[src/rtl/cpu_pkg.sv]
// Shared types and default widths for the CPU datapath memory interface.
package cpu_pkg;

  localparam int unsigned ADDR_W_DEF         = 9;
  localparam int unsigned DATA_W_DEF         = 32;
  localparam int unsigned TIMEOUT_CYCLES_DEF = 16;

  typedef enum logic [1:0] {
    IDLE    = 2'd0,
    RD_WAIT = 2'd1,
    WR_WAIT = 2'd2,
    DONE    = 2'd3
  } mem_state_e;

endpackage

[src/rtl/mdr_reg.sv]
// MDR register with its MDMux: loads either the bus or RAM read data.
module mdr_reg
  import cpu_pkg::*;
#(
  parameter int unsigned DATA_W = DATA_W_DEF
) (
  input  logic              clk,
  input  logic              clear_n,
  input  logic              load,
  input  logic              sel_mem,
  input  logic [DATA_W-1:0] bus_in,
  input  logic [DATA_W-1:0] mem_rdata,
  output logic [DATA_W-1:0] q
);

  always_ff @(posedge clk) begin
    if (!clear_n) begin
      q <= '0;
    end else if (load) begin
      q <= sel_mem ? mem_rdata : bus_in;
    end
  end

endmodule

[src/rtl/mem_if_ctrl.sv]
// Memory interface stage: MAR/MDR plus the RAM request/acknowledge sequencer.
// Optional wait timeout is enabled with the MEM_IF_TIMEOUT_EN macro.
module mem_if_ctrl
  import cpu_pkg::*;
#(
  parameter int unsigned ADDR_W = ADDR_W_DEF,
  parameter int unsigned DATA_W = DATA_W_DEF
`ifdef MEM_IF_TIMEOUT_EN
  ,
  parameter int unsigned TIMEOUT_CYCLES = TIMEOUT_CYCLES_DEF
`endif
) (
  input  logic              clk,
  input  logic              clear_n,
  input  logic [DATA_W-1:0] bus_in,
  input  logic              mar_in,
  input  logic              mdr_in,
  input  logic              rd_req,
  input  logic              wr_req,
  input  logic [DATA_W-1:0] mem_rdata,
  input  logic              mem_ack,
  output logic [DATA_W-1:0] mdr_out,
  output logic [ADDR_W-1:0] mar_q,
  output logic              mem_req,
  output logic              mem_we,
  output logic [ADDR_W-1:0] mem_addr,
  output logic [DATA_W-1:0] mem_wdata,
  output logic              busy,
  output logic              done,
  output logic              err
);

  mem_state_e state;
  logic       mdr_load;
  logic       mdr_sel_mem;

  // Bus loads only while idle; RAM data loads on the read acknowledge.
  assign mdr_sel_mem = (state == RD_WAIT);
  assign mdr_load    = ((state == IDLE) && mdr_in) || ((state == RD_WAIT) && mem_ack);

  mdr_reg #(.DATA_W(DATA_W)) u_mdr (
    .clk       (clk),
    .clear_n   (clear_n),
    .load      (mdr_load),
    .sel_mem   (mdr_sel_mem),
    .bus_in    (bus_in),
    .mem_rdata (mem_rdata),
    .q         (mdr_out)
  );

  assign mem_addr  = mar_q;
  assign mem_wdata = mdr_out;

`ifdef MEM_IF_TIMEOUT_EN
  localparam int unsigned CNT_W = (TIMEOUT_CYCLES > 1) ? $clog2(TIMEOUT_CYCLES) : 1;
  logic [CNT_W-1:0] wait_cnt;
`else
  assign err = 1'b0;
`endif

  always_ff @(posedge clk) begin
    if (!clear_n) begin
      state   <= IDLE;
      mar_q   <= '0;
      mem_req <= 1'b0;
      mem_we  <= 1'b0;
      busy    <= 1'b0;
      done    <= 1'b0;
`ifdef MEM_IF_TIMEOUT_EN
      err      <= 1'b0;
      wait_cnt <= '0;
`endif
    end else begin
      done <= 1'b0;
`ifdef MEM_IF_TIMEOUT_EN
      err  <= 1'b0;
`endif
      case (state)
        IDLE: begin
`ifdef MEM_IF_TIMEOUT_EN
          wait_cnt <= '0;
`endif
          if (mar_in) mar_q <= bus_in[ADDR_W-1:0];
          if (rd_req) begin
            state   <= RD_WAIT;
            mem_req <= 1'b1;
            mem_we  <= 1'b0;
            busy    <= 1'b1;
          end else if (wr_req) begin
            state   <= WR_WAIT;
            mem_req <= 1'b1;
            mem_we  <= 1'b1;
            busy    <= 1'b1;
          end
        end
        RD_WAIT, WR_WAIT: begin
          if (mem_ack) begin
            state   <= DONE;
            mem_req <= 1'b0;
            done    <= 1'b1;
`ifdef MEM_IF_TIMEOUT_EN
          end else if (wait_cnt == CNT_W'(TIMEOUT_CYCLES - 1)) begin
            state   <= IDLE;
            mem_req <= 1'b0;
            busy    <= 1'b0;
            err     <= 1'b1;
          end else begin
            wait_cnt <= wait_cnt + CNT_W'(1);
`endif
          end
        end
        DONE: begin
          state <= IDLE;
          busy  <= 1'b0;
        end
        default: state <= IDLE;
      endcase
    end
  end

endmodule

[config.mk]
export PLATFORM = sky130hd
export DESIGN_NAME = mem_if_ctrl
export DESIGN_NICKNAME = d
export VERILOG_FILES = /design/src/rtl/cpu_pkg.sv /design/src/rtl/mdr_reg.sv /design/src/rtl/mem_if_ctrl.sv
export SDC_FILE = /design/constraint.sdc
export NUM_CORES = 1
export LEC_CHECK = 0
export ABC_AREA = 1
export CAP_MARGIN = 30
export CORE_MARGIN = 2
export CORE_UTILIZATION = 37
export CTS_CLUSTER_DIAMETER = 150
export DETAILED_ROUTE_END_ITERATION = 10
export PLACE_DENSITY = 0.81
export SLEW_MARGIN = 15
export SYNTH_ARGS = -nofsm -noshare
export SYNTH_HDL_FRONTEND = slang
export SYNTH_SLANG_ARGS = --single-unit
[constraint.sdc]
create_clock -name clk -period 2 [get_ports clk]
set_clock_uncertainty 0.2 [all_clocks]
set_input_delay 0.3 -clock clk [delete_from_list [all_inputs] [get_ports clk]]
set_output_delay 0.3 -clock clk [all_outputs]
set_load 0.005 [all_outputs]
-- Word-level counts from Yosys, hierarchy flattened
Cells that the tools add are included.
- logic and storage cells: 38
- register bits: 47
- reduce and logical (&&, ||, !) cells: 14
- multiplexer cells: 12
- eq/ne operators: 5
- operators with widths (cell ; count):
    two-way mux 32 bit ; 1
    AND reduction 2 bit ; 5
    two-way mux 2 bit ; 3
    case mux 2 bit (3 select lines) ; 1
    nonzero test 2 bit ; 3
    two-way mux 1 bit ; 5
    equality test 2 bit, second input constant ; 2
    case mux 1 bit (2 select lines) ; 2
    != test 3 bit, second input constant ; 1
    AND reduction 3 bit ; 1
    equality test 2 x 1 -> 1 bit, second input constant ; 1
    logical AND 1 bit ; 2
    zero test 2 bit ; 1
    != test 2 bit, second input constant ; 1
    OR reduction 2 bit ; 1
    logical OR 1 bit ; 1

-- Depth between registers and ports, before layout
- depth in word-level cells: 4
- depth in mapped cells: 9
- mapped depth without buffers: 7

-- Cells and area by module
From an unflattened synthesis, not the netlist that was laid out.
- cells, all modules: 400
- area, all modules: 2672.6 µm²
- modules (own cells, without submodules) (module ; area each (µm²) ; cells an instance ; instances):
    mdr_reg ; 1701.6 ; 275 ; 1
    mem_if_ctrl ; 970.9 ; 125 ; 1

-- Worst setup path before layout
OpenSTA, ideal clock, no wires.
- kind: flip-flop to flip-flop
- from: register state[1]
- to: register u_mdr.q[27]
- cell stages (with the launch flop): 9
- data arrival time: 1.151 ns
- required time: 1.684 ns
- setup time: 0.116 ns
- slack: 0.533 ns
- path buffers: 2
- cells stage by stage: dfxtp_1 > inv_1 > ha_1 > buf_6 > nand2_2 > nand2_4 > buf_6 > o21ai_0 > nor2_1
- longest elaborated chain between the ends: 3
- elaborated cells between the ends (all ways): 6
- RTL lines (what ; RTL line ; source):
    from (decl) ; mem_if_ctrl.sv:33 ; mem_state_e state;
    from (signal assigned) ; mem_if_ctrl.sv:63 ; state <= IDLE;
    from (signal assigned) ; mem_if_ctrl.sv:85 ; state <= RD_WAIT;
    from (signal assigned) ; mem_if_ctrl.sv:90 ; state <= WR_WAIT;
    equality test 2 x 1 -> 1 bit / zero test 2 bit (equally long branches) ; mem_if_ctrl.sv:38, mem_if_ctrl.sv:39 ;
    logical AND 1 bit ; mem_if_ctrl.sv:39 ; assign mdr_load = ((state == IDLE) && mdr_in) || ((state == RD_WAIT) && mem_ack);
    logical OR 1 bit ; mem_if_ctrl.sv:39 ;
    to (signal assigned) ; mdr_reg.sv:20 ; q <= sel_mem ? mem_rdata : bus_in;
    to (decl) ; mdr_reg.sv:13 ; output logic [DATA_W-1:0] q
Parallel ways exist; a longest one is shown, timed or not.
A chain may end at the register's enable or synchronous reset.

-- Final worst setup path
- from: register state[0]
- to: register u_mdr.q[20]
Same word-level chain as after synthesis.

==> results.json <==
{
  "status": "completed",
  "antenna_found_initial": 0,
  "ys_seq_area_share_pct": 37.3,
  "port_buffers": 156,
  "hpwlAfterDp_um": 4890,
  "netlist_instances": 366,
  "grt.total_usage_pct": 17.3,
  "grt-ovfl-total": 0,
  "clkTransAtPathRegs_ns": 0.08,
  "r2r_start": "state[0]",
  "worstPathArrival_ns": 1.74,
  "vias": 2491,
  "die_area_mm2": 0.00749,
  "grt_pass1_vias": 2375,
  "clock_sinks": 47,
  "placed_cells": 544,
  "core-area_mm2": 0.00668,
  "grt_pass1_wl_um": 10600,
  "synth_fp_nets": 441,
  "nets": 546,
  "clock_path_buffers": 2,
  "drv_cap": 0,
  "holdWs_ns": 0.260,
  "cts_root_buffer": "clkbuf_8",
  "leakagePower_nw": 1.64,
  "initial_core_util_pct": 37.7,
  "dr.pass1.iters": 4,
  "rows": 30,
  "criticalPathCategory": "reg -> reg",
  "ioPinCount": 158,
  "finalPower_mw": 4.89,
  "rr_worst_depth": 7,
  "path_max_fanout": 32,
  "clock.fmax_mhz": 584,
  "pre_cts_ws_ns": 0.223,
  "antenna_cells": 0,
  "setup_viol": 0,
  "power_density_mw_per_mm2": 1260,
  "drt_iter0_drc": 84,
  "grt_max_degree": 65,
  "combPwrFrac_pct": 57.2,
  "routabilityCongestion": 0.789,
  "synthDistinctLibCells": 19,
  "post-cts-setup-buffer-count": 0,
  "p_seq_share_pct": 31.3,
  "rsz0062_at_grt": "false",
  "cts_hold_buf": 0,
  "syn-cell-area_mm2": 0.00252,
  "clkPwrFrac_pct": 11.4,
  "syn_area_per_cell_um2": 6.89,
  "cp_data_required_time_ns": 2.03,
  "critPathCapture": "u_mdr.q[20]",
  "rr_endpoint": "u_mdr.q[20]",
  "drc": 0,
  "setup_tns_ns": 0,
  "hold_viol_final": 0,
  "setup_ws_ns": 0.286,
  "die_x_um": 86.5,
  "wire_per_inst_um": 11.9,
  "post_cts_resize_count": 0,
  "cts_buffers": 5,
  "fin_crit_sh_pct": 85.7,
  "antenna_left": 0,
  "drt_wl_total_um": 6570,
  "cts_tree": "done",
  "instances_no_fill": 552,
  "layout-drive-gt1-share_pct": 3.39,
  "cp-startpoint": "state[0]",
  "ir_drop_uv": 821,
  "reg2reg_setup_slack_ns": 0.29,
  "power.internal_mw": 3.08,
  "htreeDepth": 2,
  "p_sw_mw": 1.81,
  "yosys_warnings": 0,
  "viasPerCell": 4.51,
  "end_kind": "register",
  "swShare_pct": 37.0,
  "insertion_delay_ns": 0.29,
  "crit_path_start_kind": "register",
  "finalMaxSlewViolations": 0,
  "syn2layout_area_growth_pct": 54.1,
  "post-route-min-period_ns": 1.71,
  "synth_seq_cells": 47,
  "die_h_um": 86.5,
  "hold_path_class": "reg -> reg"
}
-- power groups by stage --
stage               sequential (mW)  clock (mW)  combinational, mW
floorplan                      1.54           0               1.72
global placement               1.54           0               2.76
detailed placement             1.55           0               2.82
CTS                            1.54       0.588               2.83
global route                   1.58       0.631               3.13
finish                         1.53       0.559               2.80
-- cell families after synthesis --
logic type,count (synthesis),synth area share [%]
flip-flops,47,37.3
AO/OA/AOI/OAI,88,17.6
adder cells (fa/ha/maj),4,1.99
other,1,0.149
AND/OR/NAND/NOR,123,18.7
buffers and inverters,103,24.2
-- synthesized netlist by cell type (all sizes together) --
cell	n	area, um^2
o21ai	77	385
nor2	75	282
buf	55	428
nand2	48	190
dfxtp	47	941
inv	42	160
a21oi	10	50.1
clkbuf	6	22.5
ha	4	50.1
a21boi	1	7.51
conb	1	3.75
-- placed cells by master, fill, tap and decap left out --
cell type        instances
clkbuf_8                 5
o21ai_0                 68
nand2_4                  1
inv_4                    1
inv_1                   40
ha_2                     1
clkdlybuf4s50_1        156
a21oi_1                 10
nand2_2                  1
ha_1                     3
inv_2                    1
nand2_1                 46
conb_1                   1
dfxtp_1                 47
a21boi_0                 1
nor2_1                  75
o21ai_1                  9
clkinvlp_4               2
buf_12                   3
clkinv_2                 1
-- sequential cells by signal, indices dropped and copies added, names as in the netlist --
name / cells
mem_we: 1
u_mdr.q: 32
mar_q: 9
done: 1
mem_req: 1
state: 2
busy: 1
-- how the worst min path moves through the flow --
stage                     cells after the start  startpoint  slack (ns)       end
final                                         2     mem_req        0.26   mem_req
after global routing                          2     mem_req        0.29   mem_req
after CTS                                     2     mem_req        0.26   mem_req
after detailed placement                      2     mem_req        0.25   mem_req
after global placement                        2     mem_req        0.25   mem_req
after floorplan                               2   bus_in[1]        0.24  mar_q[1]
-- critical path: stages, from the launching register on --
cell     delay (ns)
dfxtp_1        0.38
inv_1          0.09
ha_1           0.24
nand2_1        0.11
nand2_4        0.13
inv_4          0.29
nor2_1         0.09
nor2_1         0.11
-- stage by stage --
step	instance area (um^2)	util, %
after floorplan	2520	-
after global placement	3790	56.8
after detailed placement	3790	56.8
after CTS	3880	58.1
after global routing	3880	58.1
final	3880	58.1
-- cell type report --
type,count,area (um^2)
fillers,609,2800
inverters,42,160
well taps,80,100
multi-input cells,216,971
clock inverters,3,20.0
clock buffers,5,68.8
flip-flops and latches,47,941
repair buffers,159,1620
-- layer usage --
| layer | vias up | track usage [%] | routed length (um) |
|---|---|---|---|
| li1 | 1297 | - | - |
| met1 | 1103 | 21.3 | 2860 |
| met2 | 89 | 30.2 | 3230 |
| met3 | 2 | 4.48 | 462 |
| met4 | 0 | 3.69 | 14 |
| met5 | - | 0 | 0 |
Power figures use the tool's default switching activity.
